### src/rtl/ctoc_link_align.sv
// Link-alignment controller for the chip-to-chip SERDES receive path.
// Sequences MMCM lock, fine-phase stepping, ISERDES reset and bitslip alignment, then supervises the link.
module ctoc_link_align #(
    parameter int             LANES         = 14,
    parameter int             SB            = 5,
    parameter logic [SB-1:0]  TRAIN_PAT     = 5'h01,
    parameter int             PHASE_STEPS   = 57,
    parameter int             PS_TIMEOUT    = 63,
    parameter int             LOCK_STABLE   = 16,
    parameter int             SRST_CYCLES   = 8,
    parameter int             SETTLE_CYCLES = 1023,
    parameter int             PAUSE_CYCLES  = 7,
    parameter int             MATCH_CNT     = 4,
    parameter int             MAX_ATTEMPTS  = 10
) (
    input  logic                  clk,
    input  logic                  rst,
    input  logic                  mmcm_locked,
    input  logic                  peer_locked,
    input  logic                  psdone,
    output logic                  psen,
    output logic                  psincdec,
    input  logic [LANES*SB-1:0]   data_in,
    input  logic                  retrain,
    input  logic                  phase_inc,
    output logic [LANES-1:0]      serdes_rst,
    output logic                  fifo_rst,
    output logic [LANES-1:0]      bitslip,
    output logic [LANES-1:0]      lane_aligned,
    output logic                  link_up,
    output logic                  align_fail
);

    localparam int CNT_MAX_A = (LOCK_STABLE > PS_TIMEOUT) ? LOCK_STABLE : PS_TIMEOUT;
    localparam int CNT_MAX_B = (SRST_CYCLES > SETTLE_CYCLES) ? SRST_CYCLES : SETTLE_CYCLES;
    localparam int CNT_MAX_C = (CNT_MAX_A > CNT_MAX_B) ? CNT_MAX_A : CNT_MAX_B;
    localparam int CNT_MAX   = (CNT_MAX_C > PAUSE_CYCLES) ? CNT_MAX_C : PAUSE_CYCLES;
    localparam int CW        = $clog2(CNT_MAX + 1);
    localparam int SW        = (PHASE_STEPS > 0) ? $clog2(PHASE_STEPS + 1) : 1;
    localparam int AW        = $clog2(MAX_ATTEMPTS + 1);
    localparam int GW        = $clog2(MATCH_CNT + 1);

    typedef enum logic [3:0] {
        ST_WAIT_LOCK  = 4'd0,
        ST_PHASE      = 4'd1,
        ST_PS_WAIT    = 4'd2,
        ST_SERDES_RST = 4'd3,
        ST_SETTLE     = 4'd4,
        ST_CHECK      = 4'd5,
        ST_PAUSE      = 4'd6,
        ST_UP         = 4'd7,
        ST_FAIL       = 4'd8
    } state_t;

    state_t             state_r;
    state_t             state_nx;
    logic [CW-1:0]      cnt_r;
    logic               cnt_clr_s;
    logic [SW-1:0]      step_r;
    logic [SW-1:0]      step_nx;
    logic [AW-1:0]      attempt_r;
    logic [AW-1:0]      attempt_nx;
    logic [GW-1:0]      good_r;
    logic [GW-1:0]      good_nx;

    logic               peer_meta_r;
    logic               peer_sync_r;
    logic               phinc_meta_r;
    logic               phinc_sync_r;
    logic               phinc_prev_r;
    logic               lock_ok_s;
    logic               phinc_edge_s;

    logic [LANES-1:0]   match_s;
    logic               srst_hold_s;

    logic               psen_r;
    logic               psen_nx;
    logic [LANES-1:0]   bitslip_r;
    logic [LANES-1:0]   bitslip_nx;
    logic [LANES-1:0]   lane_aligned_r;
    logic [LANES-1:0]   lane_aligned_nx;
    logic               align_fail_r;
    logic               align_fail_nx;
    logic [LANES-1:0]   serdes_rst_r;
    logic               fifo_rst_r;
    logic               link_up_r;

    assign lock_ok_s    = mmcm_locked & peer_sync_r;
    assign phinc_edge_s = phinc_sync_r & ~phinc_prev_r;

    assign psen         = psen_r;
    assign psincdec     = 1'b1;
    assign serdes_rst   = serdes_rst_r;
    assign fifo_rst     = fifo_rst_r;
    assign bitslip      = bitslip_r;
    assign lane_aligned = lane_aligned_r;
    assign link_up      = link_up_r;
    assign align_fail   = align_fail_r;

    // Two-flop synchronizers for peer lock and phase_inc, plus phase_inc edge history
    always_ff @(posedge clk) begin
        if (rst) begin
            peer_meta_r  <= 1'b0;
            peer_sync_r  <= 1'b0;
            phinc_meta_r <= 1'b0;
            phinc_sync_r <= 1'b0;
            phinc_prev_r <= 1'b0;
        end else begin
            peer_meta_r  <= peer_locked;
            peer_sync_r  <= peer_meta_r;
            phinc_meta_r <= phase_inc;
            phinc_sync_r <= phinc_meta_r;
            phinc_prev_r <= phinc_sync_r;
        end
    end

    // Per-lane comparison against the training word
    always_comb begin
        match_s = {LANES{1'b0}};
        for (int i = 0; i < LANES; i++) begin
            match_s[i] = (data_in[i*SB +: SB] == TRAIN_PAT);
        end
    end

    // Next-state and next-output logic; lock loss beats retrain beats phase_inc
    always_comb begin
        state_nx        = state_r;
        cnt_clr_s       = 1'b0;
        step_nx         = step_r;
        attempt_nx      = attempt_r;
        good_nx         = good_r;
        psen_nx         = 1'b0;
        bitslip_nx      = {LANES{1'b0}};
        lane_aligned_nx = lane_aligned_r;
        align_fail_nx   = align_fail_r;

        if (!lock_ok_s && (state_r != ST_WAIT_LOCK)) begin
            state_nx        = ST_WAIT_LOCK;
            lane_aligned_nx = {LANES{1'b0}};
        end else if (retrain && (state_r != ST_WAIT_LOCK)) begin
            // Re-entry into SERDES_RST from itself must still restart the pulse
            state_nx        = ST_SERDES_RST;
            cnt_clr_s       = 1'b1;
            align_fail_nx   = 1'b0;
            lane_aligned_nx = {LANES{1'b0}};
        end else if (phinc_edge_s && (state_r == ST_UP)) begin
            psen_nx = 1'b1;
        end else begin
            case (state_r)
                ST_WAIT_LOCK: begin
                    if (!lock_ok_s) begin
                        cnt_clr_s = 1'b1;
                    end else if (cnt_r == CW'(LOCK_STABLE - 1)) begin
                        state_nx = ST_PHASE;
                        step_nx  = {SW{1'b0}};
                    end else begin
                        state_nx = ST_WAIT_LOCK;
                    end
                end
                ST_PHASE: begin
                    if (step_r == SW'(PHASE_STEPS)) begin
                        state_nx = ST_SERDES_RST;
                    end else begin
                        psen_nx  = 1'b1;
                        state_nx = ST_PS_WAIT;
                    end
                end
                ST_PS_WAIT: begin
                    if (psdone) begin
                        step_nx  = step_r + SW'(1);
                        state_nx = ST_PHASE;
                    end else if (cnt_r == CW'(PS_TIMEOUT - 1)) begin
                        align_fail_nx = 1'b1;
                        state_nx      = ST_FAIL;
                    end else begin
                        state_nx = ST_PS_WAIT;
                    end
                end
                ST_SERDES_RST: begin
                    if (cnt_r == CW'(SRST_CYCLES - 1)) begin
                        state_nx = ST_SETTLE;
                    end else begin
                        state_nx = ST_SERDES_RST;
                    end
                end
                ST_SETTLE: begin
                    if (cnt_r == CW'(SETTLE_CYCLES - 1)) begin
                        attempt_nx = {AW{1'b0}};
                        good_nx    = {GW{1'b0}};
                        state_nx   = ST_CHECK;
                    end else begin
                        state_nx = ST_SETTLE;
                    end
                end
                ST_CHECK: begin
                    lane_aligned_nx = match_s;
                    bitslip_nx      = ~match_s;
                    if (&match_s) begin
                        if (good_r == GW'(MATCH_CNT - 1)) begin
                            good_nx  = GW'(MATCH_CNT);
                            state_nx = ST_UP;
                        end else begin
                            good_nx  = good_r + GW'(1);
                            state_nx = ST_PAUSE;
                        end
                    end else begin
                        good_nx = {GW{1'b0}};
                        if (attempt_r == AW'(MAX_ATTEMPTS - 1)) begin
                            attempt_nx    = AW'(MAX_ATTEMPTS);
                            align_fail_nx = 1'b1;
                            state_nx      = ST_FAIL;
                        end else begin
                            attempt_nx = attempt_r + AW'(1);
                            state_nx   = ST_PAUSE;
                        end
                    end
                end
                ST_PAUSE: begin
                    if (cnt_r == CW'(PAUSE_CYCLES - 1)) begin
                        state_nx = ST_CHECK;
                    end else begin
                        state_nx = ST_PAUSE;
                    end
                end
                ST_UP: begin
                    state_nx = ST_UP;
                end
                ST_FAIL: begin
                    state_nx = ST_FAIL;
                end
                default: begin
                    state_nx = ST_WAIT_LOCK;
                end
            endcase
        end

        cnt_clr_s = cnt_clr_s | (state_nx != state_r);
    end

    // ISERDES stays in reset from lock wait through the end of the reset pulse
    always_comb begin
        case (state_nx)
            ST_WAIT_LOCK, ST_PHASE, ST_PS_WAIT, ST_SERDES_RST: srst_hold_s = 1'b1;
            default:                                            srst_hold_s = 1'b0;
        endcase
    end

    // State, counters and registered outputs
    always_ff @(posedge clk) begin
        if (rst) begin
            state_r        <= ST_WAIT_LOCK;
            cnt_r          <= {CW{1'b0}};
            step_r         <= {SW{1'b0}};
            attempt_r      <= {AW{1'b0}};
            good_r         <= {GW{1'b0}};
            psen_r         <= 1'b0;
            bitslip_r      <= {LANES{1'b0}};
            lane_aligned_r <= {LANES{1'b0}};
            align_fail_r   <= 1'b0;
            serdes_rst_r   <= {LANES{1'b1}};
            fifo_rst_r     <= 1'b1;
            link_up_r      <= 1'b0;
        end else begin
            state_r <= state_nx;
            if (cnt_clr_s) begin
                cnt_r <= {CW{1'b0}};
            end else if (cnt_r != {CW{1'b1}}) begin
                cnt_r <= cnt_r + CW'(1);
            end else begin
                cnt_r <= cnt_r;
            end
            step_r         <= step_nx;
            attempt_r      <= attempt_nx;
            good_r         <= good_nx;
            psen_r         <= psen_nx;
            bitslip_r      <= bitslip_nx;
            lane_aligned_r <= lane_aligned_nx;
            align_fail_r   <= align_fail_nx;
            serdes_rst_r   <= srst_hold_s ? {LANES{1'b1}} : {LANES{1'b0}};
            fifo_rst_r     <= (state_nx != ST_UP);
            link_up_r      <= (state_nx == ST_UP);
        end
    end

endmodule
### config.mk
export PLATFORM = sky130hd
export DESIGN_NAME = ctoc_link_align
export DESIGN_NICKNAME = d
export VERILOG_FILES = /design/src/rtl/ctoc_link_align.sv
export SDC_FILE = /design/constraint.sdc
export NUM_CORES = 1
export LEC_CHECK = 0
export CELL_PAD_IN_SITES_DETAIL_PLACEMENT = 1
export CELL_PAD_IN_SITES_GLOBAL_PLACEMENT = 1
export CORE_AREA = 2 2 108 110
export DETAILED_ROUTE_END_ITERATION = 10
export DIE_AREA = 0 0 110 112
export HOLD_SLACK_MARGIN = 0.03
export PLACE_DENSITY_LB_ADDON = 0.05
export SLEW_MARGIN = 20
export SYNTH_ARGS = -nofsm -noshare
export SYNTH_HDL_FRONTEND = slang
export SYNTH_SLANG_ARGS = --single-unit
export TNS_END_PERCENT = 1
### constraint.sdc
create_clock -name clk -period 3.8 [get_ports clk]
set_input_delay 0.76 -clock clk [delete_from_list [all_inputs] [get_ports clk]]
set_output_delay 0.76 -clock clk [all_outputs]
set_load 0.1 [all_outputs]
==> reports/metrics.yaml <==
outcome:
  outcome: "complete, no violations"
placed_design:
  place_area_sq_um: 4600
  io_buffers: 122
  place.gp.congestion: 0.770
  dp.cells: 646
  dp_hpwl_microns: 8390
worst_setup_path:
  r2r-start: "cnt_r[9]"
  worstPathCellList: "clkdlybuf4s50_1, or4b_2, nor4_1, buf_4, nand4_1, or2_2, a211oi_1, buf_4, o2111ai_4, a211oi_2"
  path_class: "primary input to flip-flop"
  crit_arrival_ps: 3760
  r2r_cells: 7
  startpoint_type: "primary input"
  worstPathMaxFanout: 10
  r2r_end: "cnt_r[1]"
  cp_common_cell: "buf_4"
  max_stage_delay_ps: 700
  slowest_stage: "or4b_2"
  path_buf_inv: 3
  endpoint_kind: "flip-flop"
  path_depth: 10
  rrSetupSlack_ps: 910
  cp.required_ps: 4060
  critical_path.top_delay_family: "simple AND/OR/NAND/NOR gates"
yosys:
  synth_nets: 485
  syn_area_sq_um: 3270
  syn_avg_cell_area_sq_um: 8.17
  synth_flop_cell: "dfxtp_1"
  yosys_warnings: 0
  ys_seq_area_frac: 0.398
  netlist_top_cells_area: "dfxtp_1 (40%), nor2_1 (6.7%), nand2_1 (5.6%), a21oi_1 (4.6%), or4b_2 (4.0%)"
  synth_top_area_share: 0.398
  yosys.area.top_type: "dfxtp_1"
  synth-async-reset-ratio: 0
  synth_cells: 400
  synth-edff-count: 0
  synth_seq_cells: 65
  synth_cell_type_count: 55
sta:
  finalSetupViolations: 0
  drv_slew: 0
  fin_hold_ws_ps: 431
  rsz0062_at_grt: "false"
  tns_ps: 0
  clock_skew_ps: 6.71
  fmax_mhz: 286
  period_share: 0.921
  final-hold-violation-count: 0
  period_minus_slack_ps: 3500
  max_slew_margin: 0.299
  tightest_slew_ps: 1050
hold_path:
  min_from: "phinc_sync_r"
  hold_path_class: "flip-flop to flip-flop"
  hold_end: "phinc_prev_r"
  min_path_cells: 2
routing:
  met2_length_microns: 5230
  vias: 3293
  wl_microns: 10800
  wl_per_cell_microns: 16.3
  ant_nets: 0
  drc: 0
  met3_length_microns: 577
  drt-vias-per-instance: 4.98
  highest_layer: "met4"
  drtIter0Drc: 136
  drt-met1-wl_microns: 4770
  first_pass_iters: 4
grt:
  grt_overflow: 0
  grt_usage: 0.179
  grt_pass1_vias: 3279
  grt_max_degree: 22
  grt_pass1_wl_microns: 17100
  antenna_found_initial: 0
floorplanning:
  ios: 124
  initial_utilization: 0.292
  die_h_microns: 112
  die_width_microns: 110
  row_count: 39
  core_area_sq_um: 11200
  dieArea_sq_um: 12300
power:
  power_density_nw_per_um2: 317
  p_leak_uw: 0.00172
  worst_ir_drop_vdd_mv: 0.227
finish:
  final_area_sq_um: 4870
  final_util: 0.436
  nets: 599
  area_growth_pct: 48.9
  drive_gt1_frac: 0.0965
  final_common_cell: "clkdlybuf4s50_1"
  final_cell_count_no_fill: 661
  layout_common_cells: "clkdlybuf4s50_1 (122), dfxtp_1 (65), nor2_1 (58)"
  diodes: 0
cts:
  numCtsBuffers: 9
  path_clk_slew_ps: 50
  cts.repair.resized: 0
  cts-root-buf: "clkbuf_16"
  post_cts.repair.setup_buffers: 0
  worst_skew_pair.late_latency_ps: 340
  cts_tree: "done"
  cts.sinks: 65
  ctsHtreeMaxLevel: 3
  ctsHoldBuffers: 0
  clockBufferDepth: 2
flow_run:
  cap_violations: 0
## Yosys cell counts (all sizes together) (4+ instances only)
cell type	instances
a31oi	4
nor3	9
nor4	13
nand2b	8
nand4	6
nor2	58
a211oi	4
xnor2	4
dfxtp	65
nor2b	8
or4	6
nand2	49
nand3	14
clkbuf	16
a21oi	30
or3	5
buf	15
nand3b	4
or4b	13
ha	8
o21ai	11
inv	7
xor2	6
## registers in the layout (all words and copies together) (netlist names)
signal,flops
phinc_meta_r,1
bitslip,14
serdes_rst,1
link_up,1
psen,1
fifo_rst,1
lane_aligned,14
peer_sync_r,1
phinc_sync_r,1
align_fail,1
good_r,3
phinc_prev_r,1
state_r,4
attempt_r,4
peer_meta_r,1
cnt_r,10
step_r,6
## stage by stage
stage / setup slack (ps) / power (uW)
2_1_floorplan: 735 / 724
3_3_place_gp: -44.2 / 808
3_5_place_dp: -40.0 / 810
4_1_cts: 300 / 1570
5_1_grt: 155 / 1600
6_report: 301 / 1540
## cell type report
type | instances | area, sq um
fill | 1332 | 6310
multi-input combinational | 297 | 1790
timing repair buffer | 134 | 1310
sequential | 65 | 1300
clock buffer | 12 | 246
tap | 143 | 179
inverter | 7 | 26.3
clock inverter | 3 | 17.5
## report_power, final
part           switching [uW]  internal (uW)  total, uW
Combinational            31.5           77.5        109
Sequential               1.27            684        686
Clock                     296            453        749
Total                     329           1220       1540
## cell families after synthesis
| group | after synthesis | synth area share |
|---|---|---|
| AND/OR/NAND/NOR | 210 | 0.345 |
| buffers and inverters | 38 | 0.0601 |
| other | 1 | 0.00115 |
| XOR/XNOR | 10 | 0.0268 |
| flip-flops | 65 | 0.398 |
| adder cells (fa/ha/maj) | 8 | 0.0306 |
| AO/OA/AOI/OAI | 68 | 0.139 |
## worst reg2reg max path, delay by kind of cell, from the launching register on
family | cells | cell delay, ps
AND/OR/NAND/NOR | 3 | 1540
AO/OA/AOI/OAI | 4 | 910
flip-flops | 1 | 370
## worst max-delay path by stage
stage | startpoint | endpoint | slack [ps]
after floorplan | data_in[33] | cnt_r[2] | 740
after global placement | data_in[43] | cnt_r[1] | -40
after detailed placement | data_in[43] | cnt_r[1] | -40
after CTS | data_in[43] | cnt_r[1] | 300
after global routing | data_in[43] | cnt_r[1] | 160
final | data_in[43] | cnt_r[1] | 300
## layer usage
metal,vias up,global-route usage
li1,1634,-
met1,1570,0.221
met2,75,0.299
met3,14,0.0451
met4,0,0.0608
met5,-,0
No activity file was read; power rests on OpenSTA's default activity.
